File: src/rtl/alu_issue_scheduler_pkg.sv
`default_nettype none
// ============================================================================
//  Module      : alu_issue_scheduler_pkg
//  Description : Shared types and constants for the ALU issue scheduler.
//                This package defines the issue-queue entry layout, the
//                default queue depth, and the source-readiness helper.
//  Revision    : 1.0 - initial release
// ============================================================================
package alu_issue_scheduler_pkg;

    localparam int PREG_W   = 7;
    localparam int ROB_W    = 4;
    localparam int IQ_DEPTH = 8;
    localparam int c_XLEN   = 32;

    // One renamed ALU instruction. The rdy bits travel with the payload so
    // the issue port always shows the live readiness of the selected slot.
    typedef struct packed {
        logic [c_XLEN-1:0] pc;
        logic [c_XLEN-1:0] imm;
        logic [3:0]        alu_op;
        logic [6:0]        opcode;
        logic [PREG_W-1:0] prs1;
        logic [PREG_W-1:0] prs2;
        logic [PREG_W-1:0] prd;
        logic [ROB_W-1:0]  rob_tag;
        logic              rs1_rdy;
        logic              rs2_rdy;
    } iq_entry_t;

    // A source is ready if dispatch says so, if it is the hardwired zero
    // register, or if it is being written back in this very cycle.
    function automatic logic src_ready(
        input logic              pend_rdy,
        input logic [PREG_W-1:0] prs,
        input logic              wb_valid,
        input logic [PREG_W-1:0] wb_tag
    );
        return pend_rdy | (prs == '0) | (wb_valid & (wb_tag == prs));
    endfunction

endpackage
`default_nettype wire

File: src/rtl/alu_issue_scheduler_oldest_ready_select.sv
`default_nettype none
// ============================================================================
//  Module      : oldest_ready_select
//  Description : Combinational age-matrix picker. It grants the one candidate
//                that has no older candidate.
//                i_older[i][j] = 1 means slot j is older than slot i.
//  Revision    : 1.0 - initial release
// ============================================================================
module oldest_ready_select #(
    parameter int DEPTH = 8
) (
    input  logic [DEPTH-1:0]            i_cand,
    input  logic [DEPTH-1:0][DEPTH-1:0] i_older,
    output logic [DEPTH-1:0]            o_grant,
    output logic                        o_found
);

    // A slot wins when it is a candidate and none of its elders are.
    for (genvar gi = 0; gi < DEPTH; gi++) begin : g_grant
        assign o_grant[gi] = i_cand[gi] & ~|(i_older[gi] & i_cand);
    end

    // The age order among valid slots is total, so any candidate yields a winner.
    assign o_found = |i_cand;

endmodule
`default_nettype wire

File: src/rtl/alu_issue_scheduler.sv
`default_nettype none
// ============================================================================
//  Module      : alu_issue_scheduler
//  Description : Out-of-order ALU issue queue. It holds up to DEPTH renamed
//                instructions, wakes sources on writeback broadcasts, and
//                offers the oldest ready entry over a valid/ready handshake.
//                A stalled offer is pinned until it is accepted or squashed.
//  Revision    : 1.0 - initial release
// ============================================================================
module alu_issue_scheduler
    import alu_issue_scheduler_pkg::*;
#(
    parameter int DEPTH  = IQ_DEPTH,
    parameter int PREG_W = alu_issue_scheduler_pkg::PREG_W,
    parameter int ROB_W  = alu_issue_scheduler_pkg::ROB_W
) (
    input  logic                   clk,
    input  logic                   reset,
    input  logic                   flush,
    input  logic                   disp_valid,
    output logic                   disp_ready,
    input  iq_entry_t              disp_entry,
    input  logic                   wb_valid,
    input  logic [PREG_W-1:0]      wb_tag,
    output logic                   issue_valid,
    input  logic                   issue_ready,
    output iq_entry_t              issue_entry,
    output logic [$clog2(DEPTH):0] occupancy
);

    localparam int c_IDX_W = $clog2(DEPTH);
    localparam int c_OCC_W = $clog2(DEPTH) + 1;

    // Slot storage and bookkeeping
    logic [DEPTH-1:0]            r_valid;
    iq_entry_t                   r_entry [DEPTH];
    logic [DEPTH-1:0][DEPTH-1:0] r_older;
    logic                        r_hold_valid;
    logic [c_IDX_W-1:0]          r_hold_idx;
    logic [c_OCC_W-1:0]          r_occ;

    // Combinational control
    logic [DEPTH-1:0]   w_cand;
    logic [DEPTH-1:0]   w_grant;
    logic               w_found;
    logic [c_IDX_W-1:0] w_grant_idx;
    logic [c_IDX_W-1:0] w_sel_idx;
    logic [c_IDX_W-1:0] w_alloc_idx;
    logic               w_kill;
    logic               w_offer;
    logic               w_issue_fire;
    logic               w_disp_fire;
    logic [ROB_W-1:0]   w_issue_rob;
    iq_entry_t          w_new_entry;

    // A slot may issue once it is valid and both sources are ready.
    for (genvar gi = 0; gi < DEPTH; gi++) begin : g_cand
        assign w_cand[gi] = r_valid[gi] & r_entry[gi].rs1_rdy & r_entry[gi].rs2_rdy;
    end

    oldest_ready_select #(
        .DEPTH (DEPTH)
    ) u_select (
        .i_cand  (w_cand),
        .i_older (r_older),
        .o_grant (w_grant),
        .o_found (w_found)
    );

    // Encode the one-hot grant into a slot index.
    always_comb begin
        w_grant_idx = '0;
        for (int i = 0; i < DEPTH; i++) begin
            if (w_grant[i]) begin
                w_grant_idx = c_IDX_W'(i);
            end
        end
    end

    // Pick the lowest-index free slot for the next dispatch.
    always_comb begin
        w_alloc_idx = '0;
        for (int i = DEPTH - 1; i >= 0; i--) begin
            if (!r_valid[i]) begin
                w_alloc_idx = c_IDX_W'(i);
            end
        end
    end

    // A stalled offer keeps its slot; otherwise the age matrix decides.
    assign w_kill       = reset | flush;
    assign w_sel_idx    = r_hold_valid ? r_hold_idx : w_grant_idx;
    assign w_offer      = r_hold_valid | w_found;
    assign issue_valid  = w_offer & ~w_kill;
    assign w_issue_fire = issue_valid & issue_ready;

    // Full is judged on registered occupancy, so a same-cycle issue never
    // opens a slot for a same-cycle dispatch.
    assign disp_ready  = (r_occ < c_OCC_W'(DEPTH)) & ~reset;
    assign w_disp_fire = disp_valid & disp_ready & ~flush;
    assign occupancy   = r_occ;

    assign w_issue_rob = r_entry[w_sel_idx].rob_tag;

    // Build the incoming entry with the same-cycle wakeup bypass applied.
    always_comb begin
        w_new_entry         = disp_entry;
        w_new_entry.rs1_rdy = src_ready(disp_entry.rs1_rdy, disp_entry.prs1, wb_valid, wb_tag);
        w_new_entry.rs2_rdy = src_ready(disp_entry.rs2_rdy, disp_entry.prs2, wb_valid, wb_tag);
    end

    // Present the selected slot, or zeros when nothing is offered.
    always_comb begin
        issue_entry = '0;
        if (w_offer) begin
            issue_entry         = r_entry[w_sel_idx];
            issue_entry.rob_tag = w_issue_rob;
        end
    end

    // Slot state: wakeup, issue free and allocation with age-row update.
    always_ff @(posedge clk) begin
        if (w_kill) begin
            r_valid <= '0;
            r_older <= '0;
            for (int i = 0; i < DEPTH; i++) begin
                r_entry[i] <= '0;
            end
        end else begin
            for (int i = 0; i < DEPTH; i++) begin
                if (r_valid[i] && wb_valid) begin
                    if (r_entry[i].prs1 == wb_tag) begin
                        r_entry[i].rs1_rdy <= 1'b1;
                    end
                    if (r_entry[i].prs2 == wb_tag) begin
                        r_entry[i].rs2_rdy <= 1'b1;
                    end
                end
            end
            if (w_issue_fire) begin
                r_valid[w_sel_idx] <= 1'b0;
            end
            if (w_disp_fire) begin
                r_valid[w_alloc_idx] <= 1'b1;
                r_entry[w_alloc_idx] <= w_new_entry;
                // Nobody treats the reused slot as older any more.
                for (int i = 0; i < DEPTH; i++) begin
                    r_older[i][w_alloc_idx] <= 1'b0;
                end
                // Everything already resident is older than the newcomer.
                r_older[w_alloc_idx] <= r_valid;
            end
        end
    end

    // Hold register for stalled offers and the occupancy counter.
    always_ff @(posedge clk) begin
        if (w_kill) begin
            r_hold_valid <= 1'b0;
            r_hold_idx   <= '0;
            r_occ        <= '0;
        end else begin
            if (issue_valid && !issue_ready) begin
                r_hold_valid <= 1'b1;
                r_hold_idx   <= w_sel_idx;
            end else if (w_issue_fire) begin
                r_hold_valid <= 1'b0;
            end
            case ({w_disp_fire, w_issue_fire})
                2'b10:   r_occ <= r_occ + 1'b1;
                2'b01:   r_occ <= r_occ - 1'b1;
                default: r_occ <= r_occ;
            endcase
        end
    end

endmodule
`default_nettype wire

File: config.mk
export PLATFORM = sky130hd
export DESIGN_NAME = alu_issue_scheduler
export DESIGN_NICKNAME = d
export VERILOG_FILES = /design/src/rtl/alu_issue_scheduler_pkg.sv /design/src/rtl/alu_issue_scheduler_oldest_ready_select.sv /design/src/rtl/alu_issue_scheduler.sv
export SDC_FILE = /design/constraint.sdc
export NUM_CORES = 1
export LEC_CHECK = 0
export BUFFER_PORTS_ARGS = -buffer_cell sky130_fd_sc_hd__clkbuf_2
export CORE_AREA = 2 2 326 328
export CTS_CLUSTER_DIAMETER = 200
export DETAILED_ROUTE_END_ITERATION = 7
export DIE_AREA = 0 0 328 330
export GPL_TIMING_DRIVEN = 0
export PLACE_DENSITY_LB_ADDON = 0.08
export SETUP_SLACK_MARGIN = 0.15
export SLEW_MARGIN = 20
export SYNTH_ARGS = -nofsm -noshare
export SYNTH_HDL_FRONTEND = slang
export SYNTH_SLANG_ARGS = --single-unit
File: constraint.sdc
create_clock -name clk -period 4.56 [get_ports clk]
set_clock_uncertainty 0.2 [all_clocks]
set_input_delay 0.228 -clock clk [delete_from_list [all_inputs] [get_ports clk]]
set_output_delay 0.228 -clock clk [all_outputs]
set_load 0.05 [all_outputs]
==> impl_metrics.ini <==
[timing]
slew_headroom = 0.221
period_share = 0.972
finalSetupTns_ns = 0
drv_slew = 0
rsz0062_at_grt = true
tightest_slew_ns = 1.17
fin_crit_ns = 4.43
fmax_mhz = 226
setup_viol = 0
finalHoldViolations = 0

[logic_synthesis]
ys_ff_latch = 888
synth_fp_nets = 4070
syn_area_per_cell_sq_um = 10.8
synthArstFlopShare = 0
synth_flop_cell = edfxtp_1
synth_area_leader_cell = edfxtp_1
syn-cell-area_sq_um = 42700
syn_inst = 3951
ys_seq_area_frac = 0.606
yosysUniqueCellTypes = 58
synth_area_leaders = edfxtp_1 (57%), and3_1 (6.1%), and2_1 (6.0%), a21oi_1 (5.1%), nand2_1 (4.9%)
synth_top_area_share = 0.567
yosysWarningCount = 0
synth_enable_flop_cells = 806

[layout]
layout_common_cells = edfxtp_1 (806), nand2_1 (559), a21oi_1 (433)
fillers = 9701
synthToLayoutAreaGrowth_pct = 21.7
num-nets-final = 4516
final_area_sq_um = 51900
drive_above_1_share = 0.147
final_common_cell = edfxtp_1

[critical_path]
cp.arrival_ns = 4.59
critPathCaptureType = flop
worst_r2r_path_depth = 10
critPathLaunchType = flop
critical_path_class = reg2reg
critPathMaxFanout = 30
required_ns = 4.72

[routing]
vias = 34100
route.detailed.drc = 0
routed_wl_um = 161000
viasPerCell = 5.80
ant_nets = 0
firstDrtPassIters = 6
drt-initial-drc-count = 3722
wl_per_cell_um = 27.4

[clocking]
cts_root_buffer = clkbuf_16
clk_pin_slew_ns = 0.07
numCtsBuffers = 103
h-tree-depth = 3
cts_tree = done
clk_latency_ns = 0.70
cts.sinks = 888
clk_path_buf_depth = 3

[floorplan]
num_rows = 119
io_pins = 223
start_util = 0.408
die_w_um = 328
coreArea_sq_um = 105000
die_area_sq_um = 108000
die_h_um = 330

[place]
hpwlAfterDp_um = 107000
routabilityCongestion = 0.948
placed_area_sq_um = 46000
port_buffers = 201

[worst_hold_path]
hold_depth = 5
hold_class = in2reg

[grt]
overflow = 0
grt_use_total = 0.290
grt_pass1_vias = 33100
antenna_found_initial = 7
grt_max_degree = 64
grt_pass1_wl_um = 229000

[pwr]
clkPwrFrac = 0.448
vdd_drop_max_mv = 0.256
p_switching_uw = 4350
p_leak_uw = 0.0211
p_comb_frac = 0.056
p_int_uw = 14500
p_sw_frac = 0.231
seqPwrFrac = 0.496
power.density_nw_per_um2 = 363

[run]
maxCapViolations = 0

[outcome]
status = finished clean
[routing by layer]
layer	share of wire	up-vias	global-route usage
met3	0.074	280	0.0495
met4	0.033	10	0.105
met1	0.43	17100	0.404
met2	0.46	1401	0.457
li1	-	15300	-
met5	0.00081	-	0
[sequential cells by signal (all words and copies together) (netlist names), named ones only]
| register | cells |
|---|---|
| occupancy | 4 |
| r_hold_idx | 3 |
| r_entry | 816 |
| r_hold_valid | 1 |
| r_older | 49 |
| r_valid | 8 |
[layout make-up]
class	instances	area, sq um	share of cell area
diodes	3	7.51	0.000145
plain buffers	373	2090	0.0403
clock buffers	132	2810	0.0542
clock inverters	58	553	0.0107
inverters	21	110	0.00212
multi-input cells	2670	15800	0.305
flip-flops and latches	888	25900	0.498
well taps	1391	1740	0.0335
repair buffers	340	2940	0.0566
[worst max-delay path, stage by stage, from the launching register on]
cell	delay (ns)
dfxtp_1	0.30
buf_2	0.28
nand2_1	0.29
a2111oi_4	0.63
and3_1	0.23
clkbuf_1	0.62
clkbuf_4	0.54
nor2_1	0.28
clkinvlp_4	0.15
buf_4	0.27
buf_12	0.24
[Yosys cell counts (39+ instances only)]
master / count
edfxtp_1: 806
nand4_1: 39
a21oi_1: 433
and3_1: 414
dfxtp_1: 82
and2_1: 409
nor2_1: 187
xor2_1: 76
nand2_1: 562
xnor2_1: 53
buf_2: 61
clkbuf_1: 280
o21ai_0: 139
a32o_1: 104
a32oi_1: 107
[power by group through the flow]
stage                     Clock, uW  Combinational (uW)  Sequential, uW
after global placement            0                 892            9550
after global routing           8810                1130            9370
after floorplan                   0                 462            9490
after detailed placement          0                 942            9500
final                          8440                1060            9340
after CTS                      8520                1040            9330
[through the flow]
stage | instances | hold WS (ns) | power (uW) | worst slack [ns] | utilization
floorplan | 3951 | 0.222 | 9950 | 0.181 | -
global placement | 5543 | 0.236 | 10400 | -2.99 | 0.434
detailed placement | 5561 | 0.240 | 10400 | -0.751 | 0.439
CTS | 5870 | 0.0503 | 18900 | 0.150 | 0.492
global route | 5873 | 0.149 | 19300 | 0.111 | 0.496
finish | 5876 | 0.129 | 18800 | 0.126 | 0.496
[cell families (layout without fill, tap and decap cells)]
logic type,Yosys count,after routing,share of synthesized area
adders and majority gates,4,4,0.00135
DFF,888,888,0.606
buffers and inverters,394,924,0.0374
muxes,3,3,0.000733
xor gates and xnor gates,129,129,0.0265
and+or+nand+nor,1691,1692,0.204
other,0,3,0
AOI/OAI and AO/OA,842,842,0.125
[timing repair]
item | CTS | global route
endpoints found under the setup margin | 366 | 215
endpoints found under the hold margin | 814 | 0
setup buffers | 16 | 1
cloned | 0 | 2
resized for setup | 331 | 187
pin swaps | 3 | 7
hold buffers | 103 | 0
[path summary, 6_finish.rpt]
path | start | slack [ns] | to
min reg2reg | r_older[41]$_SDFFE_PN0P_ | 0.26 | r_older[41]$_SDFFE_PN0P_
max | r_valid[1]$_SDFF_PN0_ | 0.13 | r_entry[7][69]$_SDFFCE_PN0P_
max reg2reg | r_valid[1]$_SDFF_PN0_ | 0.13 | r_entry[7][69]$_SDFFCE_PN0P_
min | disp_valid | 0.13 | r_older[52]$_SDFFE_PN0P_
No activity file was read; power rests on OpenSTA's default activity.
